**src/rtl/lfsr_scramble_rng.sv**
```systemverilog
// Multi-channel Fibonacci LFSR random word generator with per-channel bit-permutation
// scrambling and a valid/ready output. Macro RNG_WORD_COUNT_EN builds the handshake counter.
module lfsr_scramble_rng #(
  parameter int unsigned      WIDTH  = 25,
  parameter int unsigned      NUM_CH = 2,
  parameter logic [WIDTH-1:0] TAPS   = WIDTH'(25'h1200000),
  parameter int unsigned      STRIDE = 7,
  parameter logic [WIDTH-1:0] SEED   = WIDTH'(25'h1ACE5)
) (
  input  logic                    Clk,
  input  logic                    Reset_n,
  input  logic                    enable,
  input  logic                    load_seed,
  input  logic [WIDTH-1:0]        seed_in,
  input  logic                    out_ready,
  output logic                    out_valid,
  output logic [NUM_CH*WIDTH-1:0] out_data,
  output logic [31:0]             word_count
);

  localparam int unsigned DW = NUM_CH * WIDTH;

  // Rotate left by k bit positions (k taken modulo WIDTH).
  function automatic logic [WIDTH-1:0] rotl(input logic [WIDTH-1:0] s, input int unsigned k);
    logic [WIDTH-1:0] r;
    r = '0;
    for (int unsigned j = 0; j < WIDTH; j++) begin
      r[(j + k) % WIDTH] = s[j];
    end
    return r;
  endfunction

  logic              r_valid;
  logic [DW-1:0]     r_data;
  logic [DW-1:0]     w_perm;
  logic [WIDTH-1:0]  w_seed;
  logic              w_adv;

  // A zero seed would lock the LFSR, so it falls back to SEED.
  assign w_seed = (seed_in == '0) ? SEED : seed_in;
  assign w_adv  = enable & ~load_seed & (~r_valid | out_ready);

  for (genvar c = 0; c < NUM_CH; c++) begin : g_ch
    localparam int unsigned      ROT       = c % WIDTH;
    localparam logic [WIDTH-1:0] RST_STATE = rotl(SEED, ROT);

    logic [WIDTH-1:0] r_state;
    logic [WIDTH-1:0] w_next;
    logic [WIDTH-1:0] w_seed_rot;

    assign w_next     = {r_state[WIDTH-2:0], ^(r_state & TAPS)};
    assign w_seed_rot = rotl(w_seed, ROT);

    // Stride permutation; channel offset c decorrelates channels sharing one stride.
    for (genvar i = 0; i < WIDTH; i++) begin : g_bit
      localparam int unsigned IDX = (i * STRIDE + c) % WIDTH;
      assign w_perm[c*WIDTH + i] = r_state[IDX];
    end

    always_ff @(posedge Clk) begin
      if (!Reset_n) begin
        r_state <= RST_STATE;
      end else if (load_seed) begin
        r_state <= w_seed_rot;
      end else if (w_adv) begin
        r_state <= w_next;
      end
    end
  end

  // Output word register: reload discards any pending word.
  always_ff @(posedge Clk) begin
    if (!Reset_n) begin
      r_valid <= 1'b0;
      r_data  <= '0;
    end else if (load_seed) begin
      r_valid <= 1'b0;
    end else if (w_adv) begin
      r_valid <= 1'b1;
      r_data  <= w_perm;
    end else if (out_ready) begin
      r_valid <= 1'b0;
    end
  end

  assign out_valid = r_valid;
  assign out_data  = r_data;

`ifdef RNG_WORD_COUNT_EN
  logic [31:0] r_count;

  // Counts every accepted word, including one accepted during a seed load.
  always_ff @(posedge Clk) begin
    if (!Reset_n) begin
      r_count <= '0;
    end else if (r_valid && out_ready) begin
      r_count <= r_count + 32'd1;
    end
  end

  assign word_count = r_count;
`else
  assign word_count = 32'h0;
`endif

endmodule

```
**config.mk**
```make
export PLATFORM = sky130hd
export DESIGN_NAME = lfsr_scramble_rng
export DESIGN_NICKNAME = d
export VERILOG_FILES = /design/src/rtl/lfsr_scramble_rng.sv
export SDC_FILE = /design/constraint.sdc
export NUM_CORES = 1
export LEC_CHECK = 0
export BUFFER_PORTS_ARGS = -buffer_cell sky130_fd_sc_hd__buf_2
export CAP_MARGIN = 5
export CORE_MARGIN = 3
export CORE_UTILIZATION = 48
export DETAILED_ROUTE_END_ITERATION = 16
export GPL_TIMING_DRIVEN = 1
export PLACE_DENSITY = 0.76
export SLEW_MARGIN = 25
export SYNTH_ARGS = -nofsm -noshare
export SYNTH_HDL_FRONTEND = slang
export SYNTH_SLANG_ARGS = --single-unit
```
**constraint.sdc**
```tcl
create_clock -name Clk -period 1.25 [get_ports Clk]
set_input_delay 0.0625 -clock Clk [delete_from_list [all_inputs] [get_ports Clk]]
set_output_delay 0.0625 -clock Clk [all_outputs]
set_load 0.05 [all_outputs]
```
==> results.yml, run 1 <==
run_status:
  outcome: "finished, violations left"
  violations_in_the_final_reports: "setup timing"
timing:
  setup_repair_after_global_routing_missed_its_margin: "true"
  worst_clock_skew_ns: 0.0122
  max-slew-margin-rel_pct: 59.5
  finalMaxSlewViolations: 0
  final.min_clock_period_ns: 1.33
  period_share_pct: 107
  worst_slew_pin_slew_ns: 0.602
  max_freq_mhz: 750
  timing_hold_violations_final: 0
  tns_ns: -1.02
  final-setup-viol-count: 29
  finalWorstSetupSlack_ns: -0.0829
synthesis:
  postSynthCellCount: 474
  synthTopCellsByArea: "dfxtp_1, a21boi_0, a22oi_1"
  post_synth_instance_area_mm2: 0.00439
  netlist.top_cell.by_area: "dfxtp_1"
  syn-mean-instance-area_um2: 9.27
  seq_area_frac_synth_pct: 46.0
  yosysWarningCount: 0
  synth_top_cell_area_share_pct: 46.0
  ys_ff_latch: 101
  yosysUniqueCellTypes: 34
routing:
  ant_nets: 0
  initialDrtViolationCount: 245
  routed-via-count: 3888
  drc_errors: 0
  totalWireLength_um: 12100
  drt_first_pass_iters: 5
  dr_vias_cell: 5.65
  wl_per_cell_um: 17.6
clock_tree:
  clock_latency_ns: 0.36
  cts-htree-levels: 3
  clkSlewWorstSetupHoldPaths_ns: 0.10
  numCtsBuffers: 9
  cts.sinks: 101
  cts_tree: "built"
  cts_root_buf: "clkbuf_8"
  clk_path_buf_depth: 2
power:
  max-vdd-ir-drop_v: 0.000984
  power-per-cell-area_mw_per_mm2: 1310
  leakagePower_nw: 2.43
worst_setup_path:
  setup.worst_path.start: "out_valid$_SDFFE_PP0P_"
  cpPeakStageDelay_ns: 0.37
  crit_path_frequent_cell: "a22oi_1"
  setup.worst_path.end_class: "register"
  r2r_setup_slack_ns: -0.08
  crit_reg_reg_startpoint: "out_valid$_SDFFE_PP0P_"
  cpLargestDelayFamily: "compound AO/OA/AOI/OAI gates"
  critPathArrivalTime_ns: 1.62
  path_cells: "nand2b_4, a21oi_4, buf_6, clkbuf_16, a22oi_1, a22oi_1"
  timing.critical_path.required_ns: 1.54
  critPathBufInv: 2
  crit_cells: 6
  slowest_stage: "dfxtp_4"
  timing.reg2reg.worst_path_depth: 6
  worst-setup-path-type: "reg -> reg"
  r2r_end: "g_ch[1].r_state[6]$_SDFFE_PN1P_"
  crit_end: "g_ch[1].r_state[6]$_SDFFE_PN1P_"
  critPathMaxFanout: 5
  setup_crit_start_kind: "register"
floorplan:
  row_cnt: 34
  die-height_um: 102
  floorplan.initialDensity_pct: 49.9
  core-area_mm2: 0.00881
  io_pins: 113
  floorplan.die.width_um: 102
  floorplan.die_area_mm2: 0.0103
final_layout:
  flow.area_growth_from_synthesis_pct: 31.3
  drive_above_1_share_pct: 36.4
  num_antenna_cells: 0
  nets: 605
  num-fill-cells: 720
  mostFrequentLayoutCells: "dfxtp_1, nand2_1, buf_2"
  layout_commonest_cell: "dfxtp_1"
placed_design:
  port_buffers: 80
  dp_hpwl_um: 8030
  preCtsSetupSlack_ns: -0.164
  replace_congestion: 0.934
global_routing:
  grt_pass1_vias: 3542
  grt_util_all_layers_pct: 20.9
  grt_pass1_wl_um: 17100
  antenna_found_initial: 0
  pin_count_of_the_biggest_net_entering_global_routing: 38
  grt_overflow: 0
hold_path:
  holdPathStages: 3
  holdCritPathClass: "in -> reg"
run:
  cap_viol_max_count: 0
## timing repair
item	4_1_cts	5_1_grt
setup buffers	2	2
cloned	0	12
hold buffers	1	0
endpoints found under the hold margin	1	0
pin swaps	5	15
resized for setup	12	59
endpoints found under the setup margin	59	87
## flip-flops by register name, indices dropped and copies added (netlist names)
| signal | cells |
|---|---|
| out_valid | 1 |
| out_data | 50 |
| g_ch.r_state | 50 |
## where the power goes
part | switching, mW | total (mW) | internal, mW | leakage, nW
Sequential | 0.198 | 3.61 | 3.41 | 0.832
Combinational | 0.955 | 1.49 | 0.532 | 1.48
Clock | 1.17 | 2.45 | 1.28 | 0.123
## worst register-to-register path, stage by stage (launching register included)
cell and delay (ns):
dfxtp_4 0.37, nand2b_4 0.08, a21oi_4 0.21, buf_6 0.18
clkbuf_16 0.16, a22oi_1 0.06, a22oi_1 0.20
## synth_stat cells, drive strengths merged
library cell    n
a21boi         80
a21oi           2
a221oi         18
a222oi          1
a22oi          65
a31oi           1
a32oi           1
and3            1
and4            1
buf            51
clkbuf         21
conb            1
dfxtp         101
inv             2
nand2         103
nand2b          8
nand3           1
nand4           1
nor2            1
nor2b           2
nor3            1
nor3b           1
nor4            5
o211ai          1
or2b            2
xor2            2
## worst min-delay path by stage
| stage | startpoint | to |
|---|---|---|
| 2_1_floorplan | enable | out_valid$_SDFFE_PP0P_ |
| 3_3_place_gp | enable | out_valid$_SDFFE_PP0P_ |
| 3_5_place_dp | enable | out_valid$_SDFFE_PP0P_ |
| 4_1_cts | seed_in[19] | g_ch[0].r_state[19]$_SDFFE_PN0P_ |
| 5_1_grt | seed_in[18] | g_ch[1].r_state[19]$_SDFFE_PN0P_ |
| 6_report | seed_in[19] | g_ch[1].r_state[20]$_SDFFE_PN0P_ |
## layout make-up
type	count	area, um2	area share (%)
tap	108	135	2.34
clock buffer	10	149	2.58
sequential	101	2030	35.1
multi-input combinational	331	2300	39.9
timing repair buffer	130	1050	18.2
inverter	2	7.51	0.130
clock inverter	6	95.1	1.65
## logic make-up after synthesis
family          share of synthesized area [%]
xor+xnor                                0.399
simple gates                             12.4
other cells                            0.0854
buf+inv                                  11.1
flops                                    46.0
compound gates                           30.0
## routing by layer
metal	up-vias	wire, um	global-route usage [%]
met5	-	0	0
met4	0	284	6.03
met3	28	865	3.79
met2	166	5980	35.2
met1	1846	5000	27.4
li1	1848	-	-
## through the flow
step           power [mW]  cells  util, %  hold slack [ns]  instance area, um2
2_1_floorplan        4.68    505        -            0.190                4650
3_3_place_gp         4.92    655     57.3            0.393                5050
3_5_place_dp         4.94    655     57.3            0.384                5050
4_1_cts              7.39    674     60.6           0.0491                5340
5_1_grt              7.82    688     65.5           0.0658                5760
6_report             7.55    688     65.5           0.0476                5760
Power figures use the tool's default switching activity.
==> run 2: changes to the inputs <==
- SETUP_SLACK_MARGIN: default -> 0.5
==> run 2 against run 1 <==
The flow still finishes with violations (setup timing). Global-route usage grew 2.7 points. Sequential cell count is the same. Highest routed layer unchanged. Via count is 10% higher. Largest cell class unchanged. Cell count up 5.1%. Worst setup slack lost 0.069 ns. Sequential share of layout area is 4.8 points lower. Die area did not move. Hold slack got worse by 0.015 ns. Critical path type unchanged. Critical endpoint is now g_ch[0].r_state[16]$_SDFFE_PN1P_. Sequential power is 2% higher. Total power rose by 5.2%. Wire length increased by 20%. Core utilization up 13 points.
==> results.yml, run 2 (same netlist as run 1, synthesis figures left out) <==
timing:
  tns_ns: -5.61
  period_share_pct: 112
  finalMaxSlewViolations: 0
  max_freq_mhz: 713
  setup_repair_after_global_routing_missed_its_margin: "true"
  timing_hold_violations_final: 0
  whs_ns: 0.0322
  worst_clock_skew_ns: 0.00838
  finalWorstSetupSlack_ns: -0.152
  final-setup-viol-count: 92
  final.min_clock_period_ns: 1.40
placed_design:
  port_buffers: 80
  dp_hpwl_um: 8040
  replace_congestion: 0.934
  dp_cells: 665
  placed_area_mm2: 0.00511
  preCtsSetupSlack_ns: -0.255
worst_setup_path:
  critPathMaxFanout: 7
  crit_end: "g_ch[0].r_state[16]$_SDFFE_PN1P_"
  setup.worst_path.start: "out_valid$_SDFFE_PP0P_"
  critPathArrivalTime_ns: 1.65
  r2r_setup_slack_ns: -0.15
  timing.critical_path.required_ns: 1.49
  setup.worst_path.end_class: "register"
  timing.reg2reg.worst_path_depth: 5
  worst-setup-path-type: "reg -> reg"
  r2r_end: "g_ch[0].r_state[16]$_SDFFE_PN1P_"
  setup_crit_start_kind: "register"
  crit_reg_reg_startpoint: "out_valid$_SDFFE_PP0P_"
final_layout:
  sequential_cell_area_mm2: 0.00209
  layout_commonest_cell: "nand2_1"
  final-instance-count-excl-fill: 723
  finish.utilization_pct: 78.2
  num-fill-cells: 527
  nets: 642
  mostFrequentLayoutCells: "nand2_1, a21boi_1, buf_8"
  multiInputGateArea_mm2: 0.00244
  num_antenna_cells: 0
  fin_area_mm2: 0.00689
  drive_above_1_share_pct: 52.0
  flow.area_growth_from_synthesis_pct: 56.9
power:
  post-layout-total-power_mw: 7.94
  leakagePower_nw: 2.88
  max-vdd-ir-drop_v: 0.000632
  power-per-cell-area_mw_per_mm2: 1150
clock_tree:
  cts-htree-levels: 3
  numCtsBuffers: 9
  cts.sinks: 101
  cts_tree: "built"
  clk_path_buf_depth: 2
  cts_hold_repair.buffers: 0
  cts_root_buf: "clkbuf_8"
  clock_latency_ns: 0.37
  clkSlewWorstSetupHoldPaths_ns: 0.10
global_routing:
  antenna_found_initial: 0
  pin_count_of_the_biggest_net_entering_global_routing: 40
  grt_pass1_wl_um: 19100
  grt_pass1_vias: 3820
  grt_overflow: 0
  grt_util_all_layers_pct: 23.6
floorplan:
  io_pins: 113
  floorplan.initialDensity_pct: 49.9
  floorplan.die_area_mm2: 0.0103
  die-height_um: 102
  floorplan.die.width_um: 102
  core-area_mm2: 0.00881
  row_cnt: 34
run_status:
  outcome: "finished, violations left"
  violations_in_the_final_reports: "setup timing"
routing:
  drt_first_pass_iters: 5
  dr_vias_cell: 5.93
  initialDrtViolationCount: 248
  routed-via-count: 4289
  wl_per_cell_um: 20.2
  ant_nets: 0
  totalWireLength_um: 14600
  drc_errors: 0
hold_path:
  holdCritPathClass: "in -> reg"
run:
  cap_viol_max_count: 0
run 2: worst min path at each step:
| stage | from | to | slack, ns | cells past startpoint |
|---|---|---|---|---|
| 6_report | seed_in[12] | g_ch[1].r_state[13]$_SDFFE_PN0P_ | 0.03 | 3 |
| 5_1_grt | enable | out_valid$_SDFFE_PP0P_ | 0.05 | 3 |
| 4_1_cts | enable | out_valid$_SDFFE_PP0P_ | 0.004 | 3 |
| 3_5_place_dp | enable | out_valid$_SDFFE_PP0P_ | 0.38 | 3 |
| 3_3_place_gp | enable | out_valid$_SDFFE_PP0P_ | 0.37 | 3 |
| 2_1_floorplan | enable | out_valid$_SDFFE_PP0P_ | 0.19 | 2 |
run 2: critical path, cell delays in order (launching register included):
cell and delay (ns):
dfxtp_4 0.37, nand2b_4 0.09, and3_4 0.24, clkbuf_16 0.18
a22oi_1 0.26, a22oi_1 0.14
run 2: cell type report:
type	count	share of cell area, %
inverters	2	0.109
well taps	108	1.96
repair buffers	167	28.9
flip-flops and latches	101	30.3
clock inverters	3	0.981
multi-input cells	331	35.4
clock buffers	11	2.36
run 2: timing repair:
item	CTS	global route
gates resized for setup	150	220
pin swaps	13	33
cloned	5	14
setup buffers	10	15
endpoints found under the setup margin	151	151
run 2: routing by layer:
layer  part of all wire, %  up-vias  GRT usage, %
li1                      -     1926             -
met3                   7.4       33          5.30
met2                    50      208          38.8
met5                     0        -             0
met1                    41     2122          30.7
met4                   2.2        0          8.08
run 2: report_power, final:
group | leakage [nW] | internal, mW | total (mW) | switching, mW
logic | 1.91 | 0.806 | 1.86 | 1.06
registers | 0.855 | 3.43 | 3.67 | 0.246
clock network | 0.113 | 1.28 | 2.40 | 1.12
total | 2.88 | 5.52 | 7.94 | 2.42
